$ cat config.mk
export PLATFORM = sky130hd
export DESIGN_NAME = panda_data_bus_bridge_flat
export DESIGN_NICKNAME = d
export VERILOG_FILES = /design/src/rtl/panda_data_bus_bridge_if.sv /design/src/rtl/panda_data_bus_bridge.sv /design/src/flat_wrapper.sv
export SDC_FILE = /design/constraint.sdc
export NUM_CORES = 1
export LEC_CHECK = 0
export BUFFER_PORTS_ARGS = -buffer_cell sky130_fd_sc_hd__buf_2
export CORE_ASPECT_RATIO = 0.7
export CORE_MARGIN = 4
export CORE_UTILIZATION = 43
export CTS_CLUSTER_SIZE = 8
export DETAILED_ROUTE_END_ITERATION = 10
export GPL_ROUTABILITY_DRIVEN = 0
export PLACE_DENSITY_LB_ADDON = 0.05
export SYNTH_ARGS = -nofsm -noshare
export SYNTH_HDL_FRONTEND = slang
export SYNTH_SLANG_ARGS = --single-unit
$ cat constraint.sdc
create_clock -name clk_i -period 3.55 [get_ports clk_i]
set_input_delay 0.5325 -clock clk_i [delete_from_list [all_inputs] [get_ports clk_i]]
set_output_delay 0.5325 -clock clk_i [all_outputs]
set_load 0.005 [all_outputs]
$ cat src/rtl/panda_data_bus_bridge_if.sv
// Core data port and OBI-style request/grant memory bus, bundled for the bridge.
// The slave modport is the bridge's view; master is the core+memory environment's view.
interface panda_data_bus_bridge_if;
    logic        core_req_i;
    logic [31:0] core_addr_i;
    logic [3:0]  core_we_i;
    logic [31:0] core_wdata_i;
    logic [31:0] core_rdata_o;
    logic        core_stall_o;
    logic        bus_err_o;
    logic        mem_req_o;
    logic        mem_gnt_i;
    logic [31:0] mem_addr_o;
    logic        mem_we_o;
    logic [3:0]  mem_be_o;
    logic [31:0] mem_wdata_o;
    logic        mem_rvalid_i;
    logic [31:0] mem_rdata_i;

    modport slave (
        input  core_req_i, core_addr_i, core_we_i, core_wdata_i,
        output core_rdata_o, core_stall_o, bus_err_o,
        output mem_req_o, mem_addr_o, mem_we_o, mem_be_o, mem_wdata_o,
        input  mem_gnt_i, mem_rvalid_i, mem_rdata_i
    );

    modport master (
        output core_req_i, core_addr_i, core_we_i, core_wdata_i,
        input  core_rdata_o, core_stall_o, bus_err_o,
        input  mem_req_o, mem_addr_o, mem_we_o, mem_be_o, mem_wdata_o,
        output mem_gnt_i, mem_rvalid_i, mem_rdata_i
    );
endinterface

$ cat src/rtl/panda_data_bus_bridge.sv
// Core data port to request/grant bus bridge: min 3-cycle access (IDLE, REQ+gnt, DONE),
// core stalled until DONE; watchdog aborts an access stuck in REQ/WAIT with a sticky error.
module panda_data_bus_bridge #(
    parameter int unsigned TimeoutCycles = 255
) (
    input  logic                         clk_i,
    input  logic                         rst_i,
    panda_data_bus_bridge_if.slave       bus
);

    typedef enum logic [1:0] {
        IDLE = 2'd0,
        REQ  = 2'd1,
        WAIT = 2'd2,
        DONE = 2'd3
    } state_t;

    localparam logic [15:0] CntLast = 16'(TimeoutCycles - 1);

    state_t      r_state;
    state_t      w_state_nxt;
    logic [15:0] r_cnt;
    logic        w_cnt_last;
    logic        w_rdata_ld;
    logic        w_timeout;
    logic        w_capture;

    logic [31:0] r_mem_addr;
    logic        r_mem_we;
    logic [3:0]  r_mem_be;
    logic [31:0] r_mem_wdata;
    logic [31:0] r_core_rdata;
    logic        r_bus_err;

    // >= rather than == so an access granted right at the limit still times out in WAIT.
    assign w_cnt_last = (r_cnt >= CntLast);
    assign w_capture  = (r_state == IDLE) && bus.core_req_i;

    always_comb begin
        w_state_nxt = r_state;
        w_rdata_ld  = 1'b0;
        w_timeout   = 1'b0;
        case (r_state)
            IDLE: begin
                if (bus.core_req_i) begin
                    w_state_nxt = REQ;
                end
            end
            REQ: begin
                if (bus.mem_gnt_i) begin
                    if (r_mem_we) begin
                        w_state_nxt = DONE;
                    end else if (bus.mem_rvalid_i) begin
                        w_state_nxt = DONE;
                        w_rdata_ld  = 1'b1;
                    end else begin
                        w_state_nxt = WAIT;
                    end
                end else if (w_cnt_last) begin
                    w_state_nxt = DONE;
                    w_timeout   = 1'b1;
                end
            end
            WAIT: begin
                if (bus.mem_rvalid_i) begin
                    w_state_nxt = DONE;
                    w_rdata_ld  = 1'b1;
                end else if (w_cnt_last) begin
                    w_state_nxt = DONE;
                    w_timeout   = 1'b1;
                end
            end
            DONE: begin
                w_state_nxt = IDLE;
            end
            default: begin
                w_state_nxt = IDLE;
            end
        endcase
    end

    always_ff @(posedge clk_i or posedge rst_i) begin
        if (rst_i) begin
            r_state <= IDLE;
        end else begin
            r_state <= w_state_nxt;
        end
    end

    // Every access passes through IDLE, so holding the counter at zero there clears it on REQ entry.
    always_ff @(posedge clk_i or posedge rst_i) begin
        if (rst_i) begin
            r_cnt <= 16'd0;
        end else if (r_state == REQ || r_state == WAIT) begin
            r_cnt <= r_cnt + 16'd1;
        end else begin
            r_cnt <= 16'd0;
        end
    end

    always_ff @(posedge clk_i or posedge rst_i) begin
        if (rst_i) begin
            r_mem_addr  <= 32'd0;
            r_mem_we    <= 1'b0;
            r_mem_be    <= 4'd0;
            r_mem_wdata <= 32'd0;
        end else if (w_capture) begin
            r_mem_addr  <= bus.core_addr_i & 32'hFFFF_FFFC;
            r_mem_we    <= |bus.core_we_i;
            r_mem_be    <= (|bus.core_we_i) ? bus.core_we_i : 4'hF;
            r_mem_wdata <= bus.core_wdata_i;
        end
    end

    always_ff @(posedge clk_i or posedge rst_i) begin
        if (rst_i) begin
            r_core_rdata <= 32'd0;
            r_bus_err    <= 1'b0;
        end else begin
            if (w_rdata_ld) begin
                r_core_rdata <= bus.mem_rdata_i;
            end else if (w_timeout) begin
                r_core_rdata <= 32'd0;
            end
            if (w_timeout) begin
                r_bus_err <= 1'b1;
            end
        end
    end

    assign bus.mem_req_o    = (r_state == REQ);
    assign bus.mem_addr_o   = r_mem_addr;
    assign bus.mem_we_o     = r_mem_we;
    assign bus.mem_be_o     = r_mem_be;
    assign bus.mem_wdata_o  = r_mem_wdata;
    assign bus.core_rdata_o = r_core_rdata;
    assign bus.bus_err_o    = r_bus_err;
    assign bus.core_stall_o = bus.core_req_i && (r_state != DONE);

endmodule
$ cat src/flat_wrapper.sv
// flat-port wrapper written by rule: the top's interface ports become plain ports
module panda_data_bus_bridge_flat 
#(
    parameter int unsigned TimeoutCycles = 255
)
  (clk_i, rst_i, bus_core_req_i, bus_core_addr_i, bus_core_we_i, bus_core_wdata_i, bus_core_rdata_o, bus_core_stall_o, bus_bus_err_o, bus_mem_req_o, bus_mem_addr_o, bus_mem_we_o, bus_mem_be_o, bus_mem_wdata_o, bus_mem_gnt_i, bus_mem_rvalid_i, bus_mem_rdata_i);
  panda_data_bus_bridge_if bus_i ();
  input  logic clk_i;
  input  logic rst_i;
  input wire logic [$bits(bus_i.core_req_i)-1:0] bus_core_req_i;
  input wire logic [$bits(bus_i.core_addr_i)-1:0] bus_core_addr_i;
  input wire logic [$bits(bus_i.core_we_i)-1:0] bus_core_we_i;
  input wire logic [$bits(bus_i.core_wdata_i)-1:0] bus_core_wdata_i;
  output wire logic [$bits(bus_i.core_rdata_o)-1:0] bus_core_rdata_o;
  output wire logic [$bits(bus_i.core_stall_o)-1:0] bus_core_stall_o;
  output wire logic [$bits(bus_i.bus_err_o)-1:0] bus_bus_err_o;
  output wire logic [$bits(bus_i.mem_req_o)-1:0] bus_mem_req_o;
  output wire logic [$bits(bus_i.mem_addr_o)-1:0] bus_mem_addr_o;
  output wire logic [$bits(bus_i.mem_we_o)-1:0] bus_mem_we_o;
  output wire logic [$bits(bus_i.mem_be_o)-1:0] bus_mem_be_o;
  output wire logic [$bits(bus_i.mem_wdata_o)-1:0] bus_mem_wdata_o;
  input wire logic [$bits(bus_i.mem_gnt_i)-1:0] bus_mem_gnt_i;
  input wire logic [$bits(bus_i.mem_rvalid_i)-1:0] bus_mem_rvalid_i;
  input wire logic [$bits(bus_i.mem_rdata_i)-1:0] bus_mem_rdata_i;
  assign bus_i.core_req_i = bus_core_req_i;
  assign bus_i.core_addr_i = bus_core_addr_i;
  assign bus_i.core_we_i = bus_core_we_i;
  assign bus_i.core_wdata_i = bus_core_wdata_i;
  assign bus_core_rdata_o = bus_i.core_rdata_o;
  assign bus_core_stall_o = bus_i.core_stall_o;
  assign bus_bus_err_o = bus_i.bus_err_o;
  assign bus_mem_req_o = bus_i.mem_req_o;
  assign bus_mem_addr_o = bus_i.mem_addr_o;
  assign bus_mem_we_o = bus_i.mem_we_o;
  assign bus_mem_be_o = bus_i.mem_be_o;
  assign bus_mem_wdata_o = bus_i.mem_wdata_o;
  assign bus_i.mem_gnt_i = bus_mem_gnt_i;
  assign bus_i.mem_rvalid_i = bus_mem_rvalid_i;
  assign bus_i.mem_rdata_i = bus_mem_rdata_i;
  panda_data_bus_bridge #(.TimeoutCycles(TimeoutCycles)) u_core (.clk_i(clk_i), .rst_i(rst_i), .bus(bus_i));
endmodule
# After elaboration in Yosys (flattened, before gate mapping)
# Index checks and enable logic that the tools add are counted.
# W data, S select, Z words.
# word_totals
mem_count	0
ff_bits	118
wordCells	40
latchBits	0
ram_bits	0
output_inout_bits	104
romBits	0
# classes
mux	19
shifts	0
bitwise_logic	0
multipliers	0
order_cmp	1
n_reduce_logical	6
add_sub_neg	1
div	0
eq_ne	5
# ops
operator	count
$mux W32	2
$add A16 B1 Y16 const B	1
$ge A16 B8 Y1 const B	1
$mux W16	1
$mux W2	5
$pmux W2 S4	1
$mux W1	7
$eq A2 B2 Y1 const B	2
$mux W4	1
$ne A2 B2 Y1 const B	2
$pmux W1 S2	2
$reduce_or A4 Y1	1
$eq A2 B1 Y1 const B	1
$logic_and A1 B1 Y1	2
$logic_not A2 Y1	1
$reduce_bool A2 Y1	1
$logic_or A1 B1 Y1	1

# Depth between registers and ports, before layout
# Gate-level depths: netlist of the first run.
# logic_depth
ltp_word	6
ltp_mapped	8

# Worst setup path before layout of the first run
# OpenSTA, ideal clock, no wires.
# synth_path
path_kind	register -> register
from	reg u_core.r_state[0]
to	reg u_core.r_core_rdata[0] (netlist: u_core.bus.core_rdata_o[0])
setup_time_ns	0.121
setup_slack_ns	1.712
stages_incl_launch_ff	9
arrival_ns	1.717
path_buffers	2
t_required_ns	3.429
path_cell_list	dfrtp_1 > inv_1 > ha_1 > buf_2 > nand2_1 > a21oi_1 > a31oi_4 > buf_6 > a22o_1
# synth_via
elab_chain_cells	3
# synth_lines
item	line	text
start, declared	panda_data_bus_bridge.sv:20	state_t r_state;
start signal, assigned	panda_data_bus_bridge.sv:86	r_state <= w_state_nxt;
$eq A2 B2 Y1 or $eq A2 B1 Y1 (tied branches)	panda_data_bus_bridge.sv:43	case (r_state)
$pmux W1 S2	panda_data_bus_bridge.sv:43	
$mux W32 or $reduce_bool A2 Y1 (tied branches)	-	
end signal, assigned	panda_data_bus_bridge.sv:121	r_core_rdata <= bus.mem_rdata_i;
end, declared	panda_data_bus_bridge.sv:32	logic [31:0] r_core_rdata;
# Parallel ways exist; a longest one is shown, timed or not.
# A chain may end at the register's enable or synchronous reset.

# Final worst setup path of the first run
# layout_path
from	reg u_core.r_state[1]
to	reg u_core.r_core_rdata[29] (netlist: u_core.bus.core_rdata_o[29])
# Same word-level chain as after synthesis.

==> results of run 1 <==
==> flip-flops by register name (all words and copies together), names as in the netlist <==
name                     flops
u_core.bus.bus_err_o         1
u_core.r_cnt                16
u_core.r_state               2
u_core.bus.core_rdata_o     32
u_core.bus.mem_be_o          4
u_core.bus.mem_wdata_o      32
u_core.bus.mem_we_o          1
u_core.bus.mem_addr_o       30
==> worst max path at each step <==
stage | cells after the start | slack, ns | to | start
after detailed placement | 6 | 1.20 | u_core.bus.core_rdata_o[29] | u_core.r_state[1]
final | 6 | 1.18 | u_core.bus.core_rdata_o[29] | u_core.r_state[1]
after global placement | 6 | 1.25 | u_core.bus.core_rdata_o[30] | u_core.r_state[0]
after floorplan | 1 | 1.58 | u_core.bus.bus_err_o | rst_i
after global routing | 6 | 0.98 | u_core.bus.core_rdata_o[29] | u_core.r_state[1]
after CTS | 6 | 1.17 | u_core.bus.core_rdata_o[29] | u_core.r_state[1]
==> power breakdown <==
| part | total [uW] | switching, uW | internal, uW |
|---|---|---|---|
| sequential | 2210 | 287 | 1920 |
| clock | 1670 | 568 | 1100 |
| combinational | 1800 | 803 | 999 |
| total | 5680 | 1660 | 4020 |
==> worst max-delay path: stages (launching register included) <==
cell,delay (ns)
dfrtp_1,0.45
inv_1,0.11
ha_1,0.52
nand2_1,0.17
a21oi_2,0.06
a31oi_4,0.70
a22o_2,0.27
==> cell families (layout without fill, tap and decap cells) <==
| family | Yosys count | count (layout) |
|---|---|---|
| XOR/XNOR | 11 | 11 |
| adder cells (fa/ha/maj) | 8 | 8 |
| buffers and inverters | 26 | 248 |
| AND/OR/NAND/NOR | 61 | 61 |
| other | 1 | 3 |
| flip-flops | 118 | 118 |
| AO/OA/AOI/OAI | 56 | 56 |
| multiplexers | 62 | 62 |
==> placed cells by master (no fill, tap or decap), types with 4 or more instances in the layout <==
cell	Yosys	routed
buf_2	4	204
dfrtp_1	118	118
mux2_2	62	62
a22o_1	30	30
clkbuf_16	0	17
o21ai_0	12	12
and2_1	11	11
nand2_1	11	10
inv_1	9	8
xor2_1	8	8
ha_1	8	8
nor3_1	7	7
nor2_1	7	7
nor4_1	7	7
clkinv_2	0	6
nand3_1	5	5
clkbuf_8	0	4
==> layout make-up <==
class | count | area [um2]
clock buffers | 23 | 488
repair buffers | 207 | 1060
multi-input cells | 200 | 1700
diodes | 1 | 2.50
well taps | 148 | 185
inverters | 9 | 37.5
clock inverters | 9 | 98.8
fillers | 858 | 4060
flip-flops and latches | 118 | 2950
==> through the flow <==
| step | setup slack, ns | power [uW] | hold WS (ns) | utilization, % | instances |
|---|---|---|---|---|---|
| 2_1_floorplan | 1.58 | 3210 | 0.466 | - | 344 |
| 3_3_place_gp | 1.25 | 4010 | 0.448 | 56.1 | 682 |
| 3_5_place_dp | 1.20 | 4070 | 0.459 | 56.1 | 682 |
| 4_1_cts | 1.17 | 5770 | 0.236 | 61.6 | 714 |
| 5_1_grt | 0.984 | 6050 | 0.269 | 61.6 | 714 |
| 6_report | 1.18 | 5680 | 0.229 | 61.6 | 715 |
==> routing by layer <==
layer / global-route usage, % / share of wire [%]
met1: 23.6 / 43
met2: 27.9 / 47
met3: 6.01 / 8.2
met4: 7.20 / 1.3
met5: 0 / 0
==> results.py, run 1 <==
metrics = {
    "clock_network": {
        "post-cts-setup-buffers": 0,
        "hold_buffers": 0,
        "cts_resized": 0,
        "root_buffer": "clkbuf_16",
        "cts_sinks": 118,
        "htreeDepth": 4,
        "cts_max_path_buffers": 2,
        "numCtsBuffers": 17,
        "cts_tree": "built",
        "clk_pin_slew_worst_paths_ns": 0.05,
        "insertion_delay_ns": 0.40,
    },
    "sta": {
        "finalSetupViolCount": 0,
        "timing.slew.headroom_pct": 41.3,
        "fin_setup_tns_ns": 0,
        "min_period_over_period_pct": 66.7,
        "fin_worst_skew_ns": 0.0122,
        "rsz0062_at_grt": "no",
        "min_period_ns": 2.37,
        "report.final.slew_viol_count": 0,
        "hold_viol_final": 0,
        "tightest_slew_ns": 0.880,
        "achievable-frequency_ghz": 0.422,
    },
    "layout": {
        "stdcell_area_mm2": 0.00653,
        "drive_gt1_share_pct": 54.8,
        "syn2layout_area_growth_pct": 36.5,
        "nNetsFinal": 666,
    },
    "critical_path": {
        "reg2reg_to": "u_core.bus.core_rdata_o[29]",
        "path_class": "flop to flop",
        "critPathRequiredTime_ns": 3.88,
        "r2r-start": "u_core.r_state[1]",
        "crit_path_end_kind": "flop",
        "arrival_ns": 2.70,
        "r2r.worst_path.cells": 6,
        "startpoint_type": "flop",
        "worstPathMaxFanout": 32,
        "reg2reg_slack_ns": 1.18,
    },
    "synth": {
        "yosys.area_share.simple_pct": 7.25,
        "yosys_warnings": 0,
        "ys.flop_type": "dfrtp_1",
        "synth_seq_area_share_pct": 61.8,
        "synth_top_family_by_area": "multiplexers",
        "ys_types": 39,
        "synth_compound_area_share_pct": 9.40,
        "ys_async_sr_fraction_pct": 100,
        "ys_ff_latch": 118,
        "yosys-top-cells-count": "dfrtp_1, mux2_2, a22o_1",
        "yosysMostFrequentCell": "dfrtp_1",
        "synthMuxAreaShare_pct": 14.6,
        "yosysTopAreaCell": "dfrtp_1",
        "synth_top_area_share_pct": 61.8,
        "synth_adder_area_share_pct": 2.09,
        "synth-edff-count": 0,
        "syn_avg_cell_area_um2": 13.9,
        "syn_area_mm2": 0.00478,
        "syn_inst": 343,
        "synthXorXnorAreaFrac_pct": 2.02,
        "synth_area_leaders": "dfrtp_1, mux2_2, a22o_1",
    },
    "global_routing": {
        "grt_max_degree": 90,
        "grt.total_usage_pct": 18.0,
        "grt_pass1_vias": 3465,
        "grt_overflow": 0,
        "antenna_found_initial": 0,
        "grt_pass1_wl_mm": 18.0,
    },
    "floorplanning": {
        "core_area_mm2": 0.0106,
        "row_count": 31,
        "io_pins": 209,
        "start_util_pct": 45.1,
        "die_w_um": 134,
        "die_y_um": 96.2,
        "die_area_mm2": 0.0129,
    },
    "detailed_routing": {
        "via_per_inst": 4.86,
        "drtIter0Drc": 165,
        "drc": 0,
        "wirelength_mm": 11.5,
        "postRouteAntennaNets": 0,
        "dr_total_vias": 3475,
        "wl_per_cell_um": 16.1,
        "dr.pass1.iters": 4,
    },
    "pwr": {
        "peakVddDrop_mv": 0.467,
        "p_leak_uw": 0.00333,
        "p_per_area_mw_per_mm2": 871,
    },
    "placement": {
        "post-dp-hpwl_mm": 8.20,
        "placed_cell_area_mm2": 0.00594,
        "place.port_buffers": 204,
    },
    "min_path": {
        "hold_class": "input port to async pin",
    },
    "run_status": {
        "outcome": "finished clean",
    },
    "job": {
        "cap_viol_max_count": 0,
    },
}
Power figures use the tool's default switching activity.
==> run 2: changes to the inputs <==
- ABC_AREA: unset -> 1
- CORE_UTILIZATION: 43 -> 44
- clock period: 3.55 -> 2.1 ns (I/O delays scaled with it)
==> run 2 against run 1 <==
Against the previous run: cell area increased by 5.6%; fmax increased by 25%; clock skew decreased by 0.0017 ns; critical path type unchanged; highest routed layer is now met5.
==> results.py, run 2 <==
metrics = {
    "clock_network": {
        "clk_pin_slew_worst_paths_ns": 0.06,
        "cts_sinks": 118,
        "post-cts-setup-buffers": 0,
        "root_buffer": "clkbuf_16",
        "htreeDepth": 4,
        "cts_max_path_buffers": 2,
        "insertion_delay_ns": 0.40,
        "numCtsBuffers": 17,
        "cts_resized": 0,
        "hold_buffers": 0,
        "cts_tree": "built",
    },
    "layout": {
        "drive_gt1_share_pct": 34.5,
        "syn2layout_area_growth_pct": 35.4,
        "nNetsFinal": 897,
        "antenna_cells": 0,
        "layout_commonest_cell": "nand2_1",
        "fin_util_pct": 61.7,
        "stdcell_count": 949,
        "final_cell_mix": "nand2_1, buf_2, dfrtp_1, nand3_1, nor2_1",
        "nFillCells": 968,
    },
    "detailed_routing": {
        "drc": 0,
        "via_per_inst": 4.71,
        "wl_per_cell_um": 13.7,
        "wirelength_mm": 13.0,
        "postRouteAntennaNets": 0,
        "dr.pass1.iters": 4,
        "dr_total_vias": 4469,
        "drtIter0Drc": 192,
    },
    "sta": {
        "min_period_ns": 1.89,
        "report.final.slew_viol_count": 0,
        "achievable-frequency_ghz": 0.529,
        "layout_setup_ws_ns": 0.209,
        "fin_setup_tns_ns": 0,
        "min_period_over_period_pct": 90.0,
        "hold_viol_final": 0,
        "fin_worst_skew_ns": 0.0104,
        "finalSetupViolCount": 0,
        "rsz0062_at_grt": "no",
        "tightest_slew_ns": 0.635,
        "timing.slew.headroom_pct": 57.7,
    },
    "synth": {
        "synth_seq_area_share_pct": 58.0,
        "ys.flop_type": "dfrtp_1",
        "yosys-top-cells-count": "nand2_1, dfrtp_1, nand3_1",
        "syn_avg_cell_area_um2": 8.77,
        "yosysMostFrequentCell": "nand2_1",
        "syn_area_mm2": 0.00509,
        "yosysTopAreaCell": "dfrtp_1",
        "ys_async_sr_fraction_pct": 100,
        "ys_ff_latch": 118,
        "ys_types": 30,
        "syn_inst": 580,
        "yosys_warnings": 0,
        "synth-edff-count": 0,
        "synth_top_area_share_pct": 58.0,
        "synth_area_leaders": "dfrtp_1, nand2_1, nand3_1",
    },
    "placement": {
        "post-dp-hpwl_mm": 9.12,
        "place.port_buffers": 204,
        "dp_cells": 917,
        "place_ws_ns": 0.0923,
    },
    "pwr": {
        "peakVddDrop_mv": 0.734,
        "p_leak_uw": 0.00386,
        "p_per_area_mw_per_mm2": 1430,
    },
    "global_routing": {
        "antenna_found_initial": 1,
        "grt.total_usage_pct": 19.8,
        "grt_pass1_vias": 4430,
        "grt_pass1_wl_mm": 21.1,
        "grt_max_degree": 84,
        "grt_overflow": 0,
    },
    "floorplanning": {
        "die_area_mm2": 0.0134,
        "die_w_um": 137,
        "die_y_um": 98.0,
        "row_count": 32,
        "io_pins": 209,
        "core_area_mm2": 0.0112,
        "start_util_pct": 45.6,
    },
    "critical_path": {
        "crit_slowest_cell": "ha_1",
        "crit_path_start": "u_core.r_state[0]",
        "reg2reg_to": "u_core.r_cnt[9]",
        "worstPathCellList": "inv_1 > ha_1 > clkinv_1 > nor4_1",
        "path_class": "flop to flop",
        "startpoint_type": "flop",
        "critPathMaxStageDelay_ns": 0.54,
        "crit_path_end_kind": "flop",
        "reg2reg_slack_ns": 0.21,
        "r2r.worst_path.cells": 4,
        "worstPathMaxFanout": 9,
        "crit_path_end": "u_core.r_cnt[9]",
        "critPathRequiredTime_ns": 2.39,
        "arrival_ns": 2.18,
        "r2r-start": "u_core.r_state[0]",
    },
    "run_status": {
        "outcome": "finished clean",
    },
    "min_path": {
        "hold_class": "input port to async pin",
    },
    "job": {
        "cap_viol_max_count": 0,
    },
}
[run 2: changes by cell type after synthesis, moves of 5 or more]
cell and change:
a22o_1 -30, buf_2 +7, and2_1 -11, nand3_1 +43, nor3_1 -5, nor4_1 -5, nand3_2 +19, nor2_1 +36
o21ai_0 -5, inv_1 +13, nand2_1 +240, mux2_2 -62, xor2_1 -8
[run 2: power by group]
part           total (uW)  leakage (uW)  internal, uW  switching [uW]
combinational        3320       0.00209          1410            1910
clock                2830      0.000281          1860             970
sequential           3710       0.00149          3200             512
[run 2: kinds of logic (layout without fill, tap and decap cells)]
| family | Yosys count | in the layout | share of synthesized area (%) |
|---|---|---|---|
| compound gates | 18 | 18 | 2.02 |
| xor+xnor | 1 | 1 | 0.172 |
| simple gates | 380 | 381 | 32.9 |
| other cells | 1 | 2 | 0.0737 |
| buf+inv | 54 | 268 | 4.84 |
| flops | 118 | 118 | 58.0 |
| fa+ha+maj | 8 | 8 | 1.97 |
[run 2: worst min-delay path by stage]
stage,startpoint,to,slack [ns],cells past startpoint
after floorplan,bus_core_addr_i[10],u_core.bus.mem_addr_o[10],0.42,2
after global placement,u_core.bus.bus_err_o,u_core.bus.bus_err_o,0.44,2
after detailed placement,u_core.bus.mem_wdata_o[14],u_core.bus.mem_wdata_o[14],0.46,2
after CTS,rst_i,u_core.bus.core_rdata_o[21],0.06,3
after global routing,rst_i,u_core.bus.core_rdata_o[21],0.08,3
final,rst_i,u_core.bus.core_rdata_o[20],0.05,3
[run 2: final cells by class]
class                   count  area [um2]  share of cell area (%)
clock buffers              23         488                    7.08
clock inverters             8        97.6                    1.42
inverters                  24        93.8                    1.36
multi-input cells         410        1930                    28.0
flip-flops and latches    118        2950                    42.9
well taps                 153         191                    2.78
repair buffers            213        1140                    16.5
[run 2: metal layers]
layer	wire length (um)	vias to the layer above	GRT usage, %	share of wire, %
met5	13	-	0	0.10
met4	200	2	5.73	1.5
met3	1200	16	8.65	9.3
met2	6020	141	30.7	46
met1	5550	2085	25.3	43
li1	-	2225	-	-
[run 2: worst max-delay path: cells and delay by family (launching register included)]
kind / cells / cell delay (ns)
buffers and inverters: 2 / 0.48
adder cells (fa/ha/maj): 1 / 0.54
flip-flops: 1 / 0.39
AND/OR/NAND/NOR: 1 / 0.38
[run 2: stage by stage]
step | hold slack, ns | power (uW) | cell area, um2
6_report | 0.0544 | 9860 | 6890
5_1_grt | 0.0754 | 10600 | 6890
4_1_cts | 0.0595 | 9950 | 6860
3_5_place_dp | 0.459 | 7070 | 6270
3_3_place_gp | 0.444 | 6960 | 6270
2_1_floorplan | 0.425 | 5520 | 5100
